## src/rtl/mc_control_unit_pkg.sv

```systemverilog
// Shared definitions for the multicycle control unit: FSM state encoding,
// instruction opcodes, R-type function codes and ALU operation codes.
package mc_control_unit_pkg;

  typedef enum logic [3:0] {
    ST_FETCH   = 4'd0,
    ST_DECODE  = 4'd1,
    ST_MEM_ADR = 4'd2,
    ST_MEM_RD  = 4'd3,
    ST_MEM_WB  = 4'd4,
    ST_MEM_WR  = 4'd5,
    ST_EXEC    = 4'd6,
    ST_ALU_WB  = 4'd7,
    ST_BRANCH  = 4'd8,
    ST_ADDI_EX = 4'd9,
    ST_ADDI_WB = 4'd10,
    ST_JUMP    = 4'd11
  } state_e;

  localparam logic [5:0] OP_RTYPE = 6'h00;
  localparam logic [5:0] OP_LW    = 6'h23;
  localparam logic [5:0] OP_SW    = 6'h2b;
  localparam logic [5:0] OP_ADDI  = 6'h08;
  localparam logic [5:0] OP_BEQ   = 6'h04;
  localparam logic [5:0] OP_J     = 6'h02;

  localparam logic [5:0] FN_ADD = 6'h20;
  localparam logic [5:0] FN_SUB = 6'h22;
  localparam logic [5:0] FN_AND = 6'h24;
  localparam logic [5:0] FN_OR  = 6'h25;
  localparam logic [5:0] FN_XOR = 6'h26;
  localparam logic [5:0] FN_NOR = 6'h27;
  localparam logic [5:0] FN_SLT = 6'h2a;

  localparam logic [5:0] ALU_ADD = 6'h20;
  localparam logic [5:0] ALU_SUB = 6'h22;
  localparam logic [5:0] ALU_AND = 6'h24;
  localparam logic [5:0] ALU_OR  = 6'h25;
  localparam logic [5:0] ALU_XOR = 6'h26;
  localparam logic [5:0] ALU_NOR = 6'h27;
  localparam logic [5:0] ALU_SLT = 6'h2a;

  // Wide enough for the largest supported memory timeout (255).
  localparam int WAIT_W = 8;

endpackage

```

## src/rtl/mc_control_unit_alu_decoder.sv

```systemverilog
// Combinational R-type funct to ALU operation decoder; valid is low for
// function codes the datapath does not implement.
module mc_control_unit_alu_decoder
  import mc_control_unit_pkg::*;
#(
  parameter int ALU_CTRL_W = 6
) (
  input  logic [5:0]            funct,
  output logic [ALU_CTRL_W-1:0] alu_ctrl,
  output logic                  valid
);

  always_comb begin
    alu_ctrl = ALU_CTRL_W'(ALU_ADD);
    valid    = 1'b1;
    case (funct)
      FN_ADD:  alu_ctrl = ALU_CTRL_W'(ALU_ADD);
      FN_SUB:  alu_ctrl = ALU_CTRL_W'(ALU_SUB);
      FN_AND:  alu_ctrl = ALU_CTRL_W'(ALU_AND);
      FN_OR:   alu_ctrl = ALU_CTRL_W'(ALU_OR);
      FN_XOR:  alu_ctrl = ALU_CTRL_W'(ALU_XOR);
      FN_NOR:  alu_ctrl = ALU_CTRL_W'(ALU_NOR);
      FN_SLT:  alu_ctrl = ALU_CTRL_W'(ALU_SLT);
      default: valid    = 1'b0;
    endcase
  end

endmodule

```

## src/rtl/mc_control_unit.sv

```systemverilog
// Multicycle MIPS-style control unit: Moore FSM sequencing fetch, decode,
// execute, memory and write-back, with a memory wait timeout and retire count.
module mc_control_unit
  import mc_control_unit_pkg::*;
#(
  parameter int ALU_CTRL_W  = 6,
  parameter int MEM_TIMEOUT = 15,
  parameter int RETIRE_W    = 32
) (
  input  logic                  clk,
  input  logic                  rst_n,
  input  logic [5:0]            opcode,
  input  logic [5:0]            funct,
  input  logic                  mem_ready,
  output logic                  mem_req,
  output logic                  mem_we,
  output logic                  pc_write,
  output logic                  pc_write_cond,
  output logic                  i_or_d,
  output logic                  ir_write,
  output logic                  reg_write,
  output logic                  reg_dst,
  output logic                  mem_to_reg,
  output logic                  alu_src_a,
  output logic [1:0]            alu_src_b,
  output logic [1:0]            pc_src,
  output logic [ALU_CTRL_W-1:0] alu_ctrl,
  output logic [3:0]            state,
  output logic                  illegal_instr,
  output logic                  bus_error,
  output logic [RETIRE_W-1:0]   retired
);

  // Memory handshake: mem_req stays high every cycle of a request until a
  // cycle with mem_ready high, which completes it; mem_ready is ignored
  // whenever mem_req is low.
  localparam logic [WAIT_W-1:0]     TIMEOUT_CNT = WAIT_W'(MEM_TIMEOUT);
  localparam logic [ALU_CTRL_W-1:0] ALU_ADD_W   = ALU_CTRL_W'(ALU_ADD);
  localparam logic [ALU_CTRL_W-1:0] ALU_SUB_W   = ALU_CTRL_W'(ALU_SUB);

  state_e                state_q, state_d;
  logic [WAIT_W-1:0]     wait_q, wait_d;
  logic [RETIRE_W-1:0]   retired_q, retired_d;
  logic                  boot_q, boot_d;
  logic                  backoff_q, backoff_d;
  logic                  is_store_q, is_store_d;
  logic [ALU_CTRL_W-1:0] dec_ctrl;
  logic                  dec_valid;
  logic                  mem_timeout;

  mc_control_unit_alu_decoder #(
    .ALU_CTRL_W(ALU_CTRL_W)
  ) u_alu_decoder (
    .funct    (funct),
    .alu_ctrl (dec_ctrl),
    .valid    (dec_valid)
  );

  assign mem_timeout = (wait_q == TIMEOUT_CNT);
  assign state       = state_q;
  assign retired     = retired_q;

  always_comb begin
    state_d       = state_q;
    wait_d        = '0;
    retired_d     = retired_q;
    boot_d        = 1'b0;
    backoff_d     = 1'b0;
    is_store_d    = is_store_q;
    mem_req       = 1'b0;
    mem_we        = 1'b0;
    pc_write      = 1'b0;
    pc_write_cond = 1'b0;
    i_or_d        = 1'b0;
    ir_write      = 1'b0;
    reg_write     = 1'b0;
    reg_dst       = 1'b0;
    mem_to_reg    = 1'b0;
    alu_src_a     = 1'b0;
    alu_src_b     = 2'b00;
    pc_src        = 2'b00;
    alu_ctrl      = ALU_ADD_W;
    illegal_instr = 1'b0;
    bus_error     = 1'b0;

    // boot_q holds every output low until the first edge after reset.
    if (boot_q) begin
      alu_ctrl = '0;
    end else begin
      case (state_q)
        ST_FETCH: begin
          alu_src_b = 2'b01;
          if (!backoff_q) begin
            mem_req = 1'b1;
            if (mem_ready) begin
              ir_write = 1'b1;
              pc_write = 1'b1;
              state_d  = ST_DECODE;
            end else if (mem_timeout) begin
              bus_error = 1'b1;
              backoff_d = 1'b1;
            end else begin
              wait_d = wait_q + WAIT_W'(1);
            end
          end
        end
        ST_DECODE: begin
          alu_src_b = 2'b11;
          case (opcode)
            OP_RTYPE: state_d = ST_EXEC;
            OP_LW, OP_SW: begin
              state_d    = ST_MEM_ADR;
              is_store_d = (opcode == OP_SW);
            end
            OP_ADDI:  state_d = ST_ADDI_EX;
            OP_BEQ:   state_d = ST_BRANCH;
            OP_J:     state_d = ST_JUMP;
            default: begin
              illegal_instr = 1'b1;
              state_d       = ST_FETCH;
            end
          endcase
        end
        ST_MEM_ADR: begin
          alu_src_a = 1'b1;
          alu_src_b = 2'b10;
          if (is_store_q) state_d = ST_MEM_WR;
          else            state_d = ST_MEM_RD;
        end
        ST_MEM_RD: begin
          mem_req = 1'b1;
          i_or_d  = 1'b1;
          if (mem_ready) begin
            state_d = ST_MEM_WB;
          end else if (mem_timeout) begin
            bus_error = 1'b1;
            backoff_d = 1'b1;
            state_d   = ST_FETCH;
          end else begin
            wait_d = wait_q + WAIT_W'(1);
          end
        end
        ST_MEM_WB: begin
          reg_write  = 1'b1;
          mem_to_reg = 1'b1;
          state_d    = ST_FETCH;
          retired_d  = retired_q + RETIRE_W'(1);
        end
        ST_MEM_WR: begin
          mem_req = 1'b1;
          mem_we  = 1'b1;
          i_or_d  = 1'b1;
          if (mem_ready) begin
            state_d   = ST_FETCH;
            retired_d = retired_q + RETIRE_W'(1);
          end else if (mem_timeout) begin
            bus_error = 1'b1;
            backoff_d = 1'b1;
            state_d   = ST_FETCH;
          end else begin
            wait_d = wait_q + WAIT_W'(1);
          end
        end
        ST_EXEC: begin
          alu_src_a = 1'b1;
          alu_ctrl  = dec_ctrl;
          if (dec_valid) begin
            state_d = ST_ALU_WB;
          end else begin
            illegal_instr = 1'b1;
            state_d       = ST_FETCH;
          end
        end
        ST_ALU_WB: begin
          reg_write = 1'b1;
          reg_dst   = 1'b1;
          state_d   = ST_FETCH;
          retired_d = retired_q + RETIRE_W'(1);
        end
        ST_BRANCH: begin
          alu_src_a     = 1'b1;
          alu_ctrl      = ALU_SUB_W;
          pc_write_cond = 1'b1;
          pc_src        = 2'b01;
          state_d       = ST_FETCH;
          retired_d     = retired_q + RETIRE_W'(1);
        end
        ST_ADDI_EX: begin
          alu_src_a = 1'b1;
          alu_src_b = 2'b10;
          state_d   = ST_ADDI_WB;
        end
        ST_ADDI_WB: begin
          reg_write = 1'b1;
          state_d   = ST_FETCH;
          retired_d = retired_q + RETIRE_W'(1);
        end
        ST_JUMP: begin
          pc_write  = 1'b1;
          pc_src    = 2'b10;
          state_d   = ST_FETCH;
          retired_d = retired_q + RETIRE_W'(1);
        end
        default: state_d = ST_FETCH;
      endcase
    end
  end

  always_ff @(posedge clk or negedge rst_n) begin
    if (!rst_n) begin
      state_q    <= ST_FETCH;
      wait_q     <= '0;
      retired_q  <= '0;
      boot_q     <= 1'b1;
      backoff_q  <= 1'b0;
      is_store_q <= 1'b0;
    end else begin
      state_q    <= state_d;
      wait_q     <= wait_d;
      retired_q  <= retired_d;
      boot_q     <= boot_d;
      backoff_q  <= backoff_d;
      is_store_q <= is_store_d;
    end
  end

endmodule

```

## config.mk

```make
export PLATFORM = sky130hd
export DESIGN_NAME = mc_control_unit
export DESIGN_NICKNAME = d
export VERILOG_FILES = /design/src/rtl/mc_control_unit_pkg.sv /design/src/rtl/mc_control_unit_alu_decoder.sv /design/src/rtl/mc_control_unit.sv
export SDC_FILE = /design/constraint.sdc
export NUM_CORES = 1
export LEC_CHECK = 0
export ABC_CLOCK_PERIOD_IN_PS = 2500
export CORE_UTILIZATION = 25
export CTS_CLUSTER_SIZE = 25
export DETAILED_ROUTE_END_ITERATION = 12
export PLACE_DENSITY = 0.59
export SLEW_MARGIN = 10
export SYNTH_ARGS = -nofsm -noshare
export SYNTH_HDL_FRONTEND = slang
export SYNTH_SLANG_ARGS = --single-unit
```

## constraint.sdc

```tcl
create_clock -name clk -period 2.5 [get_ports clk]
set_clock_uncertainty 0.2 [all_clocks]
set_input_delay 0.5 -clock clk [delete_from_list [all_inputs] [get_ports clk]]
set_output_delay 0.5 -clock clk [all_outputs]
set_load 0.005 [all_outputs]
```

Word level (Yosys, flattened, before mapping). Index checks and enable logic that the tools add are counted.

Bits in registers: 47. Bits of input ports: 15. Output and inout port bits: 58. Logic and storage cells: 106.

$add $sub $neg: 2. Equality and inequality tests: 27. Muxes and demuxes: 56. Bitwise gates (word level): 1. Reductions and logical operators: 14.

Operators with widths (count): $pmux W32 S2 (1); $eq A6 B6 Y1 const B (9); $add A32 B1 Y32 const B (1); $mux W32 (1); $mux W8 (4); $mux W1 (29); $pmux W4 S7 (1); $pmux W4 S6 (1); $mux W4 (5); $pmux W4 S5 (1); $eq A4 B3 Y1 const B (4); $eq A4 B4 Y1 const B (4); $pmux W8 S2 (1); $pmux W6 S2 (1); $reduce_and A3 Y1 (3); $add A8 B1 Y8 const B (1); $eq A4 B2 Y1 const B (2); $eq A8 B4 Y1 const B (1); $pmux W1 S2 (4); $reduce_or A7 Y1 (1); $eq A6 B2 Y1 const B (1); $eq A6 B3 Y1 const B (1); $eq A6 B4 Y1 const B (1); $logic_not A6 Y1 (1); other kinds (15) (21).

Depth between registers and ports, before layout. Gate-level depths: netlist of run 1.

Depth after elaboration: 6. Mapped depth: 7. Mapped depth without buffers: 6.

Hierarchy. Synthesis of run 1 repeated with hierarchy kept, for this count alone.

Cell total of the unflattened synthesis: 286. Area, all modules: 2678.8 µm².

Modules (own cells, without submodules): mc_control_unit (times used 1, cells each 271, area an instance 2565.0 µm², sequential area each 1177.4 µm²); mc_control_unit_alu_decoder (times used 1, cells each 15, area an instance 113.9 µm², sequential area each 0.0 µm²).

Worst setup path before layout of run 1. OpenSTA, ideal clock, no wires.

Path kind: flip-flop to output port. Start: register state_q[2], in the netlist state[2]. End: output bus_error. Arrival: 1.564 ns. Data required time: 1.800 ns. Setup slack: 0.236 ns. Stages on the path, launching flop included: 6. Path buffers: 1. Cell sequence: dfrtp_1 clkbuf_1 or3_1 a221oi_1 nand2b_1 nor3_1.

Longest elaborated chain between the ends: 4. Elaborated cells on any way between the ends: 6. Classes of those cells: eq/ne (2); mux (2); reduce/logical (2).

RTL lines: start: declaration (RTL line mc_control_unit.sv:41) `state_e state_q, state_d;`; start signal: assignment (RTL line mc_control_unit.sv:218) `state_q <= state_d;`; $eq A4 B3 Y1 / $eq A4 B2 Y1 (equally long branches) (RTL line mc_control_unit.sv:90) `case (state_q)`; $reduce_or A2 Y1 (no line); $pmux W1 S2 * (RTL line mc_control_unit.sv:90); $mux W1 * (RTL line mc_control_unit.sv:87) `if (boot_q) begin`; end: declaration (RTL line mc_control_unit.sv:30) `output logic bus_error,`.

Every way passes the cells marked *; elsewhere a longest branch is shown, timed or not.

Final worst setup path of run 1.
Start: register state_q[2], in the netlist state[2]. End: output pc_write.

Longest elaborated chain between the ends: 3. Elaborated cells on any way between the ends: 4. Classes of those cells: eq/ne (1); mux (2); reduce/logical (1).

RTL lines: $eq A4 B4 Y1 / $logic_not A4 Y1 (equally long branches) (RTL line mc_control_unit.sv:90); $pmux W1 S2 * (RTL line mc_control_unit.sv:90); $mux W1 * (RTL line mc_control_unit.sv:87); end: declaration (RTL line mc_control_unit.sv:17) `output logic pc_write,`.

Marked as above.

==> impl_metrics.json, run 1 <==
{
  "run_status": "finished, violations left",
  "violations": "negative setup slack",
  "yosys.area_share.simple_pct": 28.76,
  "avgViaCountPerCell": 4.578,
  "final_layout_size_suffix_gt1_share_pct": 30.17,
  "cp_max_fo": 6,
  "nets": 437,
  "grt_usage_pct": 13.94,
  "p_switching_uw": 761.3,
  "synthFlopType": "dfrtp_1",
  "finalSetupViolCount": 3,
  "clk_path_buf_depth": 2,
  "initialDrtViolationCount": 94,
  "placedCellCount": 528,
  "layout_min_cycle_time_ns": 2.512,
  "synth-adder-area-share_pct": 0.9537,
  "whs_ns": 0.09139,
  "place_congestion": 0.8387,
  "totalPowerFinal_mw": 2.317,
  "clock_latency_ns": 0.30,
  "ys_warn_count": 0,
  "die_y_um": 104.4,
  "yosys.area_share.xor_xnor_pct": 13.02,
  "synth_edf_count": 0,
  "synth.distinct_cells": 46,
  "dieWidth_um": 104.4,
  "cts_tree": "yes",
  "syn_inst": 284,
  "synth_most_common_cell": "dfrtp_1",
  "htree_levels": 2,
  "rsz0062_at_grt": "true",
  "vdd_ir_drop_max_uv": 227.6,
  "yosys-mux-area-fraction_pct": 1.621,
  "cp.arrival_ns": 1.81,
  "p_int_mw": 1.555,
  "cts_made_buffers": 5,
  "num_rows": 37,
  "path_clk_slew_ns": 0.09,
  "diodes": 0,
  "power.density_nw_per_um2": 544.3,
  "critical_path_class": "reg -> out",
  "finalMaxSlewViolations": 0,
  "worstReg2RegEnd": "retired[28]$_DFFE_PN0P_",
  "antenna_found_initial": 0,
  "dr.pass1.iters": 4,
  "end_kind": "output port",
  "die-area_um2": 10910,
  "netlist_top_cells_count": "46 x dfrtp_1, 32 x nor2_1, 30 x xnor2_1",
  "dp.final_hpwl_um": 5282,
  "grt_pass1_vias": 2510,
  "detail-route-antenna-nets": 0,
  "r2r_setup_slack_ns": 0.05,
  "synth_top_family_by_area": "simple AND/OR/NAND/NOR gates",
  "startpoint_type": "flip-flop",
  "initial_core_util_pct": 25.65,
  "synth-seq-cells": 47,
  "synth_seq_area_share_pct": 44.87,
  "synth_compound_area_share_pct": 7.010,
  "worst-slew-pin-transition_ns": 0.6147,
  "place_ws_ns": -0.6256,
  "critPathLaunch": "state[2]$_DFFE_PN0P_",
  "combPwrFrac_pct": 40.4,
  "finalCritPeriodShare_pct": 100.5,
  "grt_remaining_overflow": 0,
  "swShare_pct": 32.86,
  "synth.avg_cell_area_um2": 9.239,
  "drc_errors": 0,
  "core_um2": 10230,
  "clock.fmax_ghz": 0.3981,
  "rr_worst_depth": 9,
  "clockRootBuffer": "clkbuf_8",
  "clkPwrFrac_pct": 21.2,
  "leakage_nw": 1.876,
  "wirelength_um": 7532,
  "r2r_start": "state[2]$_DFFE_PN0P_",
  "synth_area_leaders": "dfrtp_1 44%, xnor2_1 10%, nor2_1 4.6%",
  "synth_area_um2": 2624,
  "power_frac_seq_pct": 38.4,
  "async_flop_share_pct": 100.0,
  "grt_max_degree": 48,
  "holdBufCountCts": 0,
  "num_vias": 2550,
  "synth_top_area_cell": "dfrtp_1",
  "fin_util_pct": 41.60,
  "setup_ws_ns": -0.01224,
  "hp-class": "in -> async",
  "cts.sinks": 47,
  "fin_cells": 557,
  "io_pins": 73,
  "finalHoldViolCount": 0,
  "max_cap_viol_count": 0,
  "wl_per_cell_um": 13.52,
  "slew_headroom_pct": 59.02,
  "grt_pass1_wl_um": 12300,
  "cp.required_ns": 1.80,
  "synthToLayoutAreaGrowth_pct": 62.23,
  "port_buffers": 71,
  "synth_top_area_share_pct": 43.87
}
## worst max path at each step
stage / to / slack, ns / cells past startpoint
finish: pc_write / -0.01 / 8
global route: illegal_instr / -0.12 / 10
CTS: pc_write_cond / -0.15 / 6
detailed placement: illegal_instr / -0.63 / 7
global placement: illegal_instr / -0.59 / 7
floorplan: bus_error / 0.24 / 5
## layout make-up
class	instances	area (um^2)
Timing Repair Buffer	141	1235
Fill cell	969	5974
Clock inverter	1	8.758
Sequential cell	47	1179
Multi-Input combinational cell	215	1540
Tap cell	136	170.2
Clock buffer	7	86.33
Inverter	10	37.54
## critical path, cell delays in order, from the launching register on
cell and delay, ns:
dfrtp_1 0.39, buf_6 0.14, buf_6 0.13, nor2_4 0.11, nand2_2 0.07, buf_6 0.12, nor4bb_4 0.30, or2_4 0.17
buf_6 0.08
## layer usage
metal  global-route usage (%)  wire [um]  up-vias
met4                    4.388        123        0
met5                        0          0        -
met3                    3.697        441        9
met2                    22.66       3534       63
li1                         -          -     1264
met1                    17.95       3432     1214
## cells by family (layout without fill, tap and decap cells)
logic type	count (synthesis)	after routing
flip-flops	47	47
buffers and inverters	23	159
adder cells (fa/ha/maj)	2	2
AND/OR/NAND/NOR	141	141
other	1	2
multiplexers	4	4
AO/OA/AOI/OAI	27	27
XOR/XNOR	39	39
## repair_timing
action | 4_1_cts | 5_1_grt
gates resized for setup | 75 | 30
setup endpoints to repair | 20 | 13
pin swaps | 12 | 11
buffers inserted | 14 | 8
gates cloned | 0 | 0
## placed cells by master, fill, tap and decap left out, types with 3 or more instances in the layout
cell type	n
buf_4	62
clkdlybuf4s50_1	46
dfrtp_1	45
xnor2_1	30
nor2_1	27
nand2_1	20
nand3_1	11
dlygate4sd2_1	11
nor3_1	10
xor2_1	9
inv_1	9
nand4_1	9
buf_6	9
o21ai_0	7
and2_1	6
nor4_1	6
clkbuf_8	6
nand2b_1	5
and4_1	5
buf_2	5
nor2_2	4
and3_1	4
nor3_2	4
nand2b_4	3
nor2b_1	3
or4_4	3
clkbuf_2	3
## registers in the layout (all words and copies together) (netlist names)
name,cells
boot_q,1
wait_q,8
backoff_q,1
retired,32
is_store_q,1
state,4
## power by group through the flow
stage	Clock (mW)	Combinational [mW]	Sequential (mW)
2_1_floorplan	0	0.310	0.895
3_5_place_dp	0	0.744	0.898
4_1_cts	0.512	0.879	0.886
6_report	0.491	0.937	0.889
5_1_grt	0.549	1.01	0.898
3_3_place_gp	0	0.743	0.892
## through the flow
stage | cell area, um^2 | TNS, ns
final | 4257 | -0.02400
after CTS | 4141 | -0.6574
after detailed placement | 3814 | -2.368
after global placement | 3814 | -2.120
after floorplan | 2628 | 0
after global routing | 4257 | -0.4023
(Power assumes the default switching activity.)
==> inputs of run 2 (changes only) <==
--- a/config.mk
+++ b/config.mk
@@ -6,10 +6,11 @@
 export NUM_CORES = 1
 export LEC_CHECK = 0
 export ABC_CLOCK_PERIOD_IN_PS = 2500
-export CORE_UTILIZATION = 25
+export CAP_MARGIN = 20
+export CORE_UTILIZATION = 48
 export CTS_CLUSTER_SIZE = 25
 export DETAILED_ROUTE_END_ITERATION = 12
-export PLACE_DENSITY = 0.59
+export PLACE_DENSITY = 0.92
 export SLEW_MARGIN = 10
 export SYNTH_ARGS = -nofsm -noshare
 export SYNTH_HDL_FRONTEND = slang
==> impl_metrics.json, run 2 (same netlist as run 1, synthesis figures left out) <==
{
  "dr.pass1.iters": 6,
  "layout_min_cycle_time_ns": 2.794,
  "cp.arrival_ns": 2.09,
  "clk_path_buf_depth": 2,
  "setup_ws_ns": -0.2939,
  "hp-class": "reg -> reg",
  "htree_levels": 2,
  "port_buffers": 71,
  "p_int_mw": 1.606,
  "clockRootBuffer": "clkbuf_8",
  "cp.buffers_inverters": 2,
  "clkPwrFrac_pct": 20.3,
  "run_status": "finished, violations left",
  "p_switching_uw": 878.7,
  "end_kind": "output port",
  "synthToLayoutAreaGrowth_pct": 66.05,
  "cp_max_fo": 2,
  "slowest_delay_ns": 0.43,
  "power.density_nw_per_um2": 570.2,
  "finalSetupViolCount": 10,
  "layout_commonest_cell": "buf_4",
  "antenna_found_initial": 0,
  "finalHoldViolCount": 0,
  "max_cap_viol_count": 0,
  "num_vias": 3084,
  "grt_pass1_wl_um": 14750,
  "n_fill_cell": 248,
  "wirelength_um": 10440,
  "grt_pass1_vias": 2865,
  "worst-slew-pin-transition_ns": 0.6263,
  "cts_tree": "yes",
  "r2r_setup_slack_ns": -0.17,
  "core_um2": 5172,
  "largest_register_ffs": 32,
  "cp_cell_sequence": "or3_1 -> a221oi_2 -> nand2b_1 -> nor3_2 -> buf_4 -> buf_6",
  "vdd_ir_drop_max_uv": 505.9,
  "leakage_nw": 1.953,
  "cp.required_ns": 1.80,
  "totalPowerFinal_mw": 2.484,
  "detail-route-antenna-nets": 0,
  "critical-path-top-delay-family": "simple AND/OR/NAND/NOR gates",
  "wl_per_cell_um": 20.67,
  "violations": "negative setup slack",
  "swShare_pct": 35.37,
  "final_layout_size_suffix_gt1_share_pct": 34.25,
  "rsz0062_at_grt": "true",
  "fin_util_pct": 84.23,
  "clock.fmax_ghz": 0.3579,
  "grt_max_degree": 27,
  "finalCritPeriodShare_pct": 111.8,
  "die-area_um2": 5766,
  "finalMaxSlewViolations": 0,
  "slew_headroom_pct": 58.25,
  "grt_remaining_overflow": 0,
  "avgViaCountPerCell": 6.107,
  "timing.setup.tns_ns": -1.060,
  "place_congestion": 0.8616,
  "clock_latency_ns": 0.31,
  "cts.sinks": 47,
  "diodes": 0,
  "startpoint_type": "flip-flop",
  "nets": 451,
  "die_y_um": 75.94,
  "cts_made_buffers": 5,
  "grt_usage_pct": 32.79,
  "io_pins": 73,
  "initialDrtViolationCount": 309,
  "path_clk_slew_ns": 0.08,
  "dieWidth_um": 75.94,
  "drc_errors": 0,
  "critical_path_class": "reg -> out",
  "power_frac_seq_pct": 36.3,
  "combPwrFrac_pct": 43.4,
  "dp.final_hpwl_um": 5258,
  "mostFrequentLayoutCells": "61 x buf_4, 45 x dfrtp_1, 45 x clkdlybuf4s50_1",
  "num_rows": 26,
  "cp_slowest_cell": "or3_1",
  "initial_core_util_pct": 50.73
}
[run 2: changes by cell type in the layout (fill, tap and decap cells not counted), sizes merged]
cell and change:
buf +16, clkbuf -1, clkdlybuf4s15 +2, clkdlybuf4s50 -1, dlygate4sd2 -5, dlygate4sd3 +1, dlymetal6s2s +1, inv +1
[run 2: cell type report]
cell class / instances / area, um^2 / share of cell area [%]
flip-flops and latches: 47 / 1179 / 27.05
clock inverters: 2 / 13.76 / 0.3159
clock buffers: 6 / 82.58 / 1.895
multi-input cells: 215 / 1567 / 35.96
repair buffers: 155 / 1390 / 31.91
well taps: 70 / 87.58 / 2.010
inverters: 10 / 37.54 / 0.8616
[run 2: repair_timing]
item / 4_1_cts / 5_1_grt
hold buffers: 1 / 0
setup buffers: 29 / 14
resized for setup: 94 / 50
endpoints found under the setup margin: 20 / 25
cloned: 0 / 0
pin swaps: 17 / 19
endpoints found under the hold margin: 17 / 0
[run 2: per-layer routing]
| metal | wire length, um | vias to the layer above | global-route usage [%] |
|---|---|---|---|
| met5 | 0 | - | 0 |
| met4 | 551 | 0 | 16.35 |
| met3 | 810 | 72 | 6.024 |
| met2 | 5074 | 223 | 55.27 |
| met1 | 4001 | 1498 | 40.36 |
| li1 | - | 1291 | - |
[run 2: final timing paths]
kind | end | cells past startpoint | from
max | bus_error | 6 | backoff_q$_DFF_PN0_
min | wait_q[0]$_DFF_PN0_ | 1 | wait_q[0]$_DFF_PN0_
max reg2reg | backoff_q$_DFF_PN0_ | 14 | backoff_q$_DFF_PN0_
min reg2reg | wait_q[0]$_DFF_PN0_ | 1 | wait_q[0]$_DFF_PN0_
max in group asynchronous | boot_q$_DFF_PN1_ | 3 | rst_n
min in group asynchronous | retired[13]$_DFFE_PN0P_ | 2 | rst_n
[run 2: power groups by stage]
stage / Sequential, mW / Combinational, mW / Clock, mW
2_1_floorplan: 0.895 / 0.310 / 0
3_3_place_gp: 0.895 / 0.716 / 0
3_5_place_dp: 0.898 / 0.727 / 0
4_1_cts: 0.889 / 0.872 / 0.498
5_1_grt: 0.908 / 1.13 / 0.541
6_report: 0.901 / 1.08 / 0.505
[run 2: per-stage QoR]
| stage | std cells | setup slack (ns) | instance area [um^2] | hold slack (ns) |
|---|---|---|---|---|
| final | 505 | -0.2939 | 4357 | 0.2614 |
| after global routing | 505 | -0.3717 | 4357 | 0.2925 |
| after CTS | 500 | -0.1507 | 4197 | 0.2636 |
| after detailed placement | 463 | -0.6148 | 3739 | 0.2538 |
| after global placement | 463 | -0.5473 | 3739 | 0.2404 |
| after floorplan | 285 | 0.2360 | 2628 | 0.004409 |
==> inputs of run 3 (changes only) <==
--- a/config.mk
+++ b/config.mk
@@ -5,7 +5,7 @@
 export SDC_FILE = /design/constraint.sdc
 export NUM_CORES = 1
 export LEC_CHECK = 0
-export ABC_CLOCK_PERIOD_IN_PS = 2500
+export ABC_CLOCK_PERIOD_IN_PS = 2800
 export CAP_MARGIN = 20
 export CORE_UTILIZATION = 48
 export CTS_CLUSTER_SIZE = 25
==> constraint.sdc (replaced) <==
create_clock -name clk -period 2.8 [get_ports clk]
set_clock_uncertainty 0.2 [all_clocks]
set_input_delay 0.56 -clock clk [delete_from_list [all_inputs] [get_ports clk]]
set_output_delay 0.56 -clock clk [all_outputs]
set_load 0.005 [all_outputs]
==> impl_metrics.json, run 3 (same netlist as run 1, synthesis figures left out) <==
{
  "cp_max_fo": 2,
  "cts_made_buffers": 5,
  "layout_min_cycle_time_ns": 2.778,
  "power.density_nw_per_um2": 488.5,
  "timing.setup.tns_ns": 0,
  "clock_latency_ns": 0.30,
  "slew_headroom_pct": 60.55,
  "r2r_setup_slack_ns": 0.14,
  "swShare_pct": 33.31,
  "avgViaCountPerCell": 5.662,
  "drc_errors": 0,
  "finalCritPeriodShare_pct": 99.20,
  "combPwrFrac_pct": 38.5,
  "num_rows": 26,
  "grt_remaining_overflow": 0,
  "dieWidth_um": 75.94,
  "io_pins": 73,
  "max_cap_viol_count": 0,
  "cp_cell_sequence": "dlygate4sd2_1 -> or4_4 -> nor3_4 -> buf_4 -> buf_4 -> buf_4 -> buf_4 -> buf_4 -> buf_4 -> buf_4 -> buf_4 -> buf_4 -> buf_4 -> buf_4 -> a22o_1 -> nand2_1 -> a22oi_1",
  "path_clk_slew_ns": 0.09,
  "whs_ns": 0.1300,
  "num_vias": 2746,
  "critical_path_class": "in -> reg",
  "cts.sinks": 47,
  "startpoint_type": "primary input",
  "nets": 431,
  "cp.required_ns": 2.82,
  "end_kind": "flip-flop",
  "slowest_delay_ns": 0.45,
  "finalMaxSlewViolations": 0,
  "layout_commonest_cell": "buf_4",
  "place_congestion": 0.9318,
  "critical_path.most_common_cell": "buf_4",
  "clockRootBuffer": "clkbuf_8",
  "detail-route-antenna-nets": 0,
  "rr_worst_depth": 15,
  "largest_register_ffs": 32,
  "cp_slowest_cell": "or4_4",
  "cts_tree": "yes",
  "power_frac_seq_pct": 39.6,
  "holdBufCountCts": 0,
  "dp.final_hpwl_um": 4877,
  "clkPwrFrac_pct": 21.9,
  "die_y_um": 75.94,
  "grt_usage_pct": 27.92,
  "p_switching_uw": 662.0,
  "initial_core_util_pct": 50.73,
  "synthToLayoutAreaGrowth_pct": 55.03,
  "initialDrtViolationCount": 233,
  "clock.fmax_ghz": 0.3600,
  "leakage_nw": 1.925,
  "finalSetupViolCount": 0,
  "dr.pass1.iters": 5,
  "grt_pass1_vias": 2663,
  "clk_path_buf_depth": 2,
  "final_layout_size_suffix_gt1_share_pct": 25.30,
  "diodes": 0,
  "cp.arrival_ns": 2.80,
  "p_int_mw": 1.325,
  "hp-class": "in -> async",
  "die-area_um2": 5766,
  "htree_levels": 2,
  "run_status": "completed",
  "wl_per_cell_um": 16.85,
  "antenna_found_initial": 0,
  "r2r_start": "backoff_q$_DFF_PN0_",
  "core_um2": 5172,
  "grt_pass1_wl_um": 12760,
  "worst-slew-pin-transition_ns": 0.5917,
  "mostFrequentLayoutCells": "58 x buf_4, 50 x clkdlybuf4s50_1, 46 x dfrtp_1",
  "vdd_ir_drop_max_uv": 461.8,
  "grt_max_degree": 48,
  "wirelength_um": 8172,
  "port_buffers": 71,
  "finalHoldViolCount": 0,
  "worstReg2RegEnd": "backoff_q$_DFF_PN0_"
}
## run 3: changes by cell type in the layout (fill, tap and decap cells not counted), sizes merged
cell | before | now
clkdlybuf4s50 | 45 | 50
dlymetal6s2s | 3 | 8
buf | 94 | 66
dlygate4sd2 | 6 | 8
dlygate4sd3 | 1 | 0
clkdlybuf4s15 | 3 | 0
## run 3: area by class of cell
type                       count  area (um^2)
multi-input combinational    215         1468
timing repair buffer         135         1199
sequential                    47         1177
fill                         322         1105
tap                           70        87.58
clock buffer                   6        82.58
inverter                      10        40.04
clock inverter                 2        13.76
## run 3: what timing repair did
action | CTS | global route
buffers inserted | 30 | 2
pin swaps | 11 | 10
gates resized for setup | 38 | 24
endpoints found under the setup margin | 12 | 14
hold endpoints to repair | 0 | 0
## run 3: worst max-delay path by stage
stage / start / end / slack (ns) / depth (start not counted)
2_1_floorplan: state[2]$_DFFE_PN0P_ / bus_error / 0.48 / 5
3_3_place_gp: opcode[0] / illegal_instr / -0.35 / 7
3_5_place_dp: opcode[0] / illegal_instr / -0.43 / 7
4_1_cts: state[3]$_DFFE_PN0P_ / pc_write / 0.006 / 6
5_1_grt: state[1]$_DFFE_PN0P_ / illegal_instr / -0.03 / 7
6_report: opcode[0] / state[2]$_DFFE_PN0P_ / 0.02 / 17
## run 3: routing by layer
layer / vias up / global-route usage [%] / share of wire (%)
met5: - / 0 / 0
met4: 0 / 10.58 / 3.8
met3: 39 / 5.060 / 5.0
met2: 123 / 48.73 / 50
met1: 1329 / 34.36 / 41
li1: 1255 / - / -
## run 3: worst max-delay path: cells and delay by family
kind                   cells  cell delay (ns)
AND/OR/NAND/NOR            3             0.64
buffers and inverters     12             1.31
AO/OA/AOI/OAI              2             0.26
## run 3: stage by stage
step | power (mW) | instances | worst slack [ns] | cell area [um^2] | utilization [%]
6_report | 1.987 | 485 | 0.02228 | 4068 | 78.64
4_1_cts | 1.932 | 484 | 0.006306 | 4000 | 77.33
5_1_grt | 2.082 | 485 | -0.02750 | 4068 | 78.64
2_1_floorplan | 1.076 | 285 | 0.4760 | 2628 | -
3_5_place_dp | 1.423 | 447 | -0.4272 | 3618 | 69.96
3_3_place_gp | 1.411 | 447 | -0.3542 | 3618 | 69.96
## run 3: power groups by stage
stage | Clock [mW] | Sequential, mW | Combinational, mW
global route | 0.469 | 0.797 | 0.816
detailed placement | 0 | 0.798 | 0.625
global placement | 0 | 0.795 | 0.616
floorplan | 0 | 0.799 | 0.277
CTS | 0.440 | 0.787 | 0.705
finish | 0.434 | 0.787 | 0.766
